**config.mk**
```make
export PLATFORM = sky130hd
export DESIGN_NAME = bcd_to_binary_seq
export DESIGN_NICKNAME = d
export VERILOG_FILES = /design/src/rtl/bcd_to_binary_seq_pkg.sv /design/src/rtl/bcd_to_binary_seq_digit_adjust.sv /design/src/rtl/bcd_to_binary_seq.sv
export SDC_FILE = /design/constraint.sdc
export NUM_CORES = 1
export LEC_CHECK = 0
export BUFFER_PORTS_ARGS = -buffer_cell sky130_fd_sc_hd__buf_2
export CORE_AREA = 2 2 103 105
export CTS_BUF_LIST = sky130_fd_sc_hd__clkbuf_16
export DETAILED_ROUTE_END_ITERATION = 10
export DIE_AREA = 0 0 105 107
export PLACE_DENSITY_LB_ADDON = 0.3
export SYNTH_ARGS = -nofsm -noshare
export SYNTH_HDL_FRONTEND = slang
export SYNTH_SLANG_ARGS = --single-unit
```
**constraint.sdc**
```tcl
create_clock -name Clk -period 2.2 [get_ports Clk]
set_clock_uncertainty 0.15 [all_clocks]
set_input_delay 0.11 -clock Clk [delete_from_list [all_inputs] [get_ports Clk]]
set_output_delay 0.11 -clock Clk [all_outputs]
set_load 0.02 [all_outputs]
```
**src/rtl/bcd_to_binary_seq_pkg.sv**
```systemverilog
// bcd_to_binary_seq_pkg: shared defaults, state encoding and counter width for the BCD-to-binary converter.
package bcd_to_binary_seq_pkg;
  localparam int NDIG_DEF = 11;
  localparam int BW_DEF = 36;
  localparam int CNT_W = 6;
  localparam logic [1:0] IDLE_ENC = 2'd0;
  localparam logic [1:0] SHIFT_ENC = 2'd1;
  localparam logic [1:0] FINISH_ENC = 2'd2;
  typedef enum logic [1:0] {
    IDLE = IDLE_ENC,
    SHIFT = SHIFT_ENC,
    FINISH = FINISH_ENC
  } state_t;
endpackage

```
**src/rtl/bcd_to_binary_seq_digit_adjust.sv**
```systemverilog
// bcd_digit_adjust: one reverse double-dabble cell, subtracts 3 from a digit that is 8 or more.
module bcd_digit_adjust (
  input  logic [3:0] d,
  output logic [3:0] q
);
  assign q = d[3] ? d - 4'd3 : d;
endmodule

```
**src/rtl/bcd_to_binary_seq.sv**
```systemverilog
// bcd_to_binary_seq: sequential reverse double-dabble BCD-to-binary converter.
// Optional input digit check enabled by defining BCD2BIN_DIGIT_CHECK_EN.
module bcd_to_binary_seq
  import bcd_to_binary_seq_pkg::*;
#(
  parameter int NDIG = NDIG_DEF,
  parameter int BW = BW_DEF
) (
  input  logic              Clk,
  input  logic              reset_n,
  input  logic              start,
  input  logic [4*NDIG-1:0] bcd_in,
  output logic              busy,
  output logic              done,
  output logic [BW-1:0]     bin_out,
  output logic              ovf,
  output logic              err
);
  localparam int DW = 4*NDIG;
  state_t state;
  logic [CNT_W-1:0] cnt;
  logic [DW+BW-1:0] work, shifted;
  logic [DW-1:0] adj;
  assign shifted = work >> 1;
  genvar i;
  generate
    for (i = 0; i < NDIG; i++) begin : g_adj
      bcd_digit_adjust u_adj (.d(shifted[BW+4*i +: 4]), .q(adj[4*i +: 4]));
    end
  endgenerate
`ifdef BCD2BIN_DIGIT_CHECK_EN
  logic bad, err_pend;
  always_comb begin
    bad = 1'b0;
    for (int k = 0; k < NDIG; k++) bad = bad | (bcd_in[4*k +: 4] > 4'd9);
  end
`else
  assign err = 1'b0;
`endif
  always_ff @(posedge Clk or negedge reset_n) begin
    if (!reset_n) begin
      state <= IDLE;
      busy <= 1'b0;
      done <= 1'b0;
      bin_out <= '0;
      ovf <= 1'b0;
      cnt <= '0;
      work <= '0;
`ifdef BCD2BIN_DIGIT_CHECK_EN
      err <= 1'b0;
      err_pend <= 1'b0;
`endif
    end else begin
      done <= 1'b0;
      case (state)
        IDLE: if (start) begin
          work <= {bcd_in, {BW{1'b0}}};
          cnt <= '0;
          busy <= 1'b1;
          state <= SHIFT;
`ifdef BCD2BIN_DIGIT_CHECK_EN
          // a bad digit clears the work register so FINISH reports zero with no overflow
          err_pend <= bad;
          if (bad) work <= '0;
`endif
        end
        SHIFT: begin
          work <= {adj, shifted[BW-1:0]};
          cnt <= cnt + 1'b1;
`ifdef BCD2BIN_DIGIT_CHECK_EN
          state <= (err_pend || cnt == CNT_W'(BW-1)) ? FINISH : SHIFT;
`else
          state <= (cnt == CNT_W'(BW-1)) ? FINISH : SHIFT;
`endif
        end
        FINISH: begin
          bin_out <= work[BW-1:0];
          ovf <= |work[DW+BW-1:BW];
`ifdef BCD2BIN_DIGIT_CHECK_EN
          err <= err_pend;
`endif
          done <= 1'b1;
          busy <= 1'b0;
          state <= IDLE;
        end
        default: state <= IDLE;
      endcase
    end
  end
endmodule

```
==> Word-level counts from Yosys, hierarchy flattened <==
Index checks and enable logic that the tools add are counted.
{ "totals": {"register_bits": 127, "latch_bits": 0, "ram_bits": 0, "romBits": 0, "in_bits": 47, "memories": 0} }
{ "op_classes": {"add_sub_neg": 11, "mul": 0, "div_mod_pow": 0, "magnitude_cmp": 0, "n_eq_ne": 4, "n_shift": 0, "muxes": 20, "n_bitwise": 0, "reduce_logical": 6} }
{ "op_table": {"columns": ["cell", "n"], "rows": [
  ["one-hot mux 80 bit (2 select lines)", 1],
  ["two-way mux 80 bit", 1],
  ["OR reduction 44 bit", 1],
  ["two-way mux 4 bit", 10],
  ["subtractor 4 x 2 -> 4 bit (second input constant)", 10],
  ["one-hot mux 6 bit (2 select lines)", 1],
  ["adder 6 x 1 -> 6 bit (second input constant)", 1],
  ["== test 6 bit (second input constant)", 1],
  ["two-way mux 6 bit", 1],
  ["two-way mux 2 bit", 2],
  ["one-hot mux 2 bit (2 select lines)", 1],
  ["AND reduction 2 bit", 2],
  ["nonzero test 2 bit", 2],
  ["== test 2 x 1 -> 1 bit (second input constant)", 1],
  ["== test 2 bit (second input constant)", 1],
  ["zero test 2 bit", 1],
  ["two-way mux 1 bit", 2],
  ["!= test 2 bit (second input constant)", 1],
  ["one-hot mux 1 bit (2 select lines)", 1]
]} }

==> Logic depth before layout (Yosys ltp) <==
{ "logic_depth": {"ltp_word": 3, "mapped_depth": 8, "ltp_nobuf": 5} }

==> Cells and area by module <==
From an unflattened synthesis, not the netlist that was laid out.
{ "unflattened": {"cells_unflattened": 556, "area_unflattened_um2": 5886.9} }
{ "modules_own_cells": {"columns": ["module", "n_inst", "cells_each", "area_each_um2", "seq_area_each_um2"], "rows": [
  ["bcd_to_binary_seq", 1, 479, 5198.7, 3178.0],
  ["bcd_digit_adjust", 11, 7, 62.6, 0.0]
]} }

==> Least setup slack after synthesis <==
OpenSTA, ideal clock, no wires.
{ "synth_timing": {"kind": "reg2reg", "from": "reg state[1]", "to": "reg cnt[5]", "setup_time_ns": 0.129, "t_arrival_ns": 1.275, "t_required_ns": 1.921, "slack_ns": 0.646, "path_stages_with_launch": 7, "path_buffers": 2, "path_cell_list": "dfrtp_1 buf_2 and2b_1 buf_4 nand4_1 o211ai_1 o31ai_1"} }
{ "synth_between": {"elab_chain_len": 3, "elab_cells_between_ends": 6} }
{ "synth_rtl": {"columns": ["item", "line_no", "rtl"], "rows": [
  ["start, declared", "bcd_to_binary_seq.sv:20", "state_t state;"],
  ["start signal, assigned", "bcd_to_binary_seq.sv:73", "state <= (cnt == CNT_W'(BW-1)) ? FINISH : SHIFT;"],
  ["== test 2 x 1 -> 1 bit or zero test 2 bit (tied branches)", "bcd_to_binary_seq.sv:55", "case (state)"],
  ["nonzero test 2 bit (no source line) or != test 2 bit (tied branches)", null, null],
  ["AND reduction 2 bit (no source line)", null, null],
  ["end signal, assigned", "bcd_to_binary_seq.sv:69", "cnt <= cnt + 1'b1;"],
  ["end, declared", "bcd_to_binary_seq.sv:21", "logic [CNT_W-1:0] cnt;"]
]} }
Several ways; a longest one is shown, not always the timed one.
A chain may end at the register's enable or synchronous reset.

==> Worst setup path after layout <==
{ "layout_timing": {"from": "reg state[0]", "to": "reg work[54]"} }
{ "layout_between": {"elab_chain_len": 3, "elab_cells_between_ends": 6} }
{ "layout_rtl": {"columns": ["item", "line_no", "rtl"], "rows": [
  ["== test 2 x 1 -> 1 bit or zero test 2 bit (tied branches)", "bcd_to_binary_seq.sv:55", null],
  ["nonzero test 2 bit (no source line) or != test 2 bit (tied branches)", null, null],
  ["AND reduction 2 bit (no source line)", null, null],
  ["end signal, assigned", "bcd_to_binary_seq.sv:57", "work <= {bcd_in, {BW{1'b0}}};"],
  ["end signal, assigned", "bcd_to_binary_seq.sv:68", "work <= {adj, shifted[BW-1:0]};"],
  ["end, declared", "bcd_to_binary_seq.sv:22", "logic [DW+BW-1:0] work, shifted;"]
]} }
Several ways; a longest one is shown, not always the timed one.

==> impl_metrics.yaml <==
timing:
  period_minus_slack_ps: 1920
  hold_violations: 0
  worst_pin_slew_ps: 1020
  slew_headroom_pct: 31.6
  whs_ps: 89.7
  fin_crit_sh_pct: 87.2
  rsz0062_at_grt: "false"
  finalSetupViolCount: 0
  slew_violations: 0
  tns_ps: 0
  fmax_ghz: 0.521
power_and_ir_drop:
  total_power_mw: 10.2
  p_leak_nw: 3.64
  cellPowerDensity_mw_per_mm2: 1400
  peakVddDrop_mv: 0.676
flow_run:
  cap_violations: 0
floorplanning:
  coreArea_mm2: 0.0101
  start_util_pct: 55.9
  fp.dieH_um: 107
  dieWidth_um: 105
  die-area_mm2: 0.0112
  rows: 37
  io_pins: 87
place:
  portBuffers: 85
  globalplace.congestion: 0.809
  dp_cells: 772
  dp_hpwl_mm: 8.39
yosys:
  synth_flop_cell: "dfrtp_1"
  synth_common_cells: "150 x nand2_1, 127 x dfrtp_1, 37 x a22o_1"
  synth_top_family_by_area: "compound AO/OA/AOI/OAI gates"
  synth.cell_area_mm2: 0.00564
  synth_top_area_share_pct: 56.4
  synth_fa_ha_area_share_pct: 2.44
  synthArstFlopShare_pct: 100
  ys_seq_area_share_pct: 56.4
  synth-compound-area-share_pct: 16.7
  yosys.area_share.simple_pct: 16.0
  syn_inst: 574
  synth_cell_type_count: 30
  yosys_warnings: 0
  synth_area_leaders: "dfrtp_1 56%, nand2_1 10%, a22o_1 5.7%"
  synthMuxAreaShare_pct: 1.78
  synth-edff-count: 0
  synth_xor_area_share_pct: 3.11
  syn_area_per_cell_um2: 9.82
  synth.most_common_cell: "nand2_1"
  yosysTopAreaCell: "dfrtp_1"
  synth_fp_nets: 632
  ys_ff_latch: 127
clock_network:
  clkTransAtPathRegs_ps: 50
  cts.path.max_buffers: 2
  clock_sinks: 127
  cts-htree-levels: 4
  insertion_delay_ps: 410
  cts-root-buf: "clkbuf_16"
  cts_tree: "done"
  numCtsBuffers: 17
worst_setup_path:
  path_cells: "nor2b_1 -> a22oi_1 -> o21ai_0"
  start_kind: "flip-flop"
  crit_start: "state[0]"
  max_stage_delay_ps: 820
  endpoint_kind: "flip-flop"
  worstReg2RegStart: "state[0]"
  reg2reg_slack_ps: 280
  worstSetupPathType: "flip-flop to flip-flop"
  reg2regPathDepth: 3
  worstPathRequired_ps: 2370
  cp_max_fo: 13
  cp_slowest_cell: "nor2b_1"
  arrival_ps: 2090
drt:
  wl_per_cell_um: 16.0
  final_antenna_net_count: 0
  drc: 0
  first_pass_iters: 5
  viasPerCell: 5.68
  num_vias: 4813
  drt-initial-drc-count: 259
  wl_mm: 13.6
global_route:
  antenna_found_initial: 0
  grt-busiest-layer: "met2"
  grtUsageMet1_pct: 34.1
  grt_pass1_wl_mm: 22.9
  grt.met3_usage_pct: 4.98
  grt_overflow_total: 0
  grt_max_degree: 45
  grt_pass1_vias: 4766
  grt_use_total_pct: 25.9
  met2_usage_pct: 41.8
final_layout:
  instances_no_fill: 848
  syn_to_final_growth_pct: 28.8
  nets: 758
  drive_above_1_share_pct: 18.4
  utilization_pct: 72.0
  fillers: 768
  n_antenna_cell: 0
min_path:
  hp-class: "primary input to asynchronous set/reset pin"
run_status:
  status: "finished clean"
placed cells by master (no fill, tap or decap):
cell type	count
nor4_1	11
buf_4	14
inv_1	8
nor2_1	32
mux2i_1	10
clkinv_1	1
a22o_1	37
clkbuf_16	17
nand3_1	5
xnor2_1	10
a31oi_1	1
o22ai_1	28
conb_1	1
clkinv_4	1
nor4b_1	1
nor2b_1	2
nand2b_1	10
dfrtp_1	127
nand2_1	150
o211ai_1	1
o21bai_4	1
clkinvlp_4	2
xor2_1	10
dlygate4sd3_1	45
inv_6	1
ha_1	11
buf_12	4
clkinv_2	3
a22oi_1	13
o31ai_1	1
o21ai_1	3
and2b_2	1
bufinv_16	3
o21ai_0	28
a21oi_1	29
buf_2	84
o32a_1	1
nand4_1	5
report_power, final:
part           leakage [nW]  internal [mW]  switching [mW]  total [mW]
clock network         0.290           1.75            1.00        2.76
registers              1.65           3.16           0.922        4.08
logic                  1.70           1.62            1.74        3.36
total                  3.64           6.54            3.66        10.2
flip-flops by register name (all words and copies together) (netlist names):
| signal | count |
|---|---|
| busy | 1 |
| done | 1 |
| bin_out | 36 |
| state | 2 |
| work | 80 |
| ovf | 1 |
| cnt | 6 |
metrics by stage:
| stage | area [um^2] | worst slack, ps |
|---|---|---|
| floorplan | 5640 | 646 |
| global placement | 6240 | 418 |
| detailed placement | 6240 | 291 |
| CTS | 7270 | 318 |
| global route | 7270 | 108 |
| finish | 7270 | 282 |
worst max-delay path: cells and delay by family (launching register included):
family           cells  cell delay [ps]
AND/OR/NAND/NOR      1              820
flip-flops           1              450
AO/OA/AOI/OAI        2              410
layer usage:
layer | vias to the layer above | wire (um)
met5 | - | 0
met4 | 0 | 359
met3 | 27 | 714
met2 | 170 | 6570
met1 | 2360 | 5920
li1 | 2256 | -
cells by family after synthesis:
logic type,count (synthesis)
mux,10
buf+inv,45
simple gates,217
other cells,1
compound gates,143
xor+xnor,20
flops,127
fa+ha+maj,11
worst paths after layout:
check | to
setup / recovery | work[54]
hold / removal | bin_out[25]
setup reg to reg | work[54]
hold reg to reg | bin_out[27]
max in group asynchronous | work[48]
min in group Clk | work[38]
repair_timing:
item                                    CTS  global route
endpoints found under the setup margin    0             0
endpoints found under the hold margin    86             0
setup buffers                             0             0
hold buffers                             45             0
resized for setup                         0             0
layout make-up:
type                            instances  area, um^2  area share, %
Clock inverter                         14         153           2.10
Sequential cell                       127        3180           43.7
Timing Repair Buffer                  147        1060           14.5
Clock buffer                           17         425           5.86
Inverter                                5        18.8          0.258
Tap cell                              136         170           2.34
Multi-Input combinational cell        402        2260           31.2
Power figures use the tool's default switching activity.
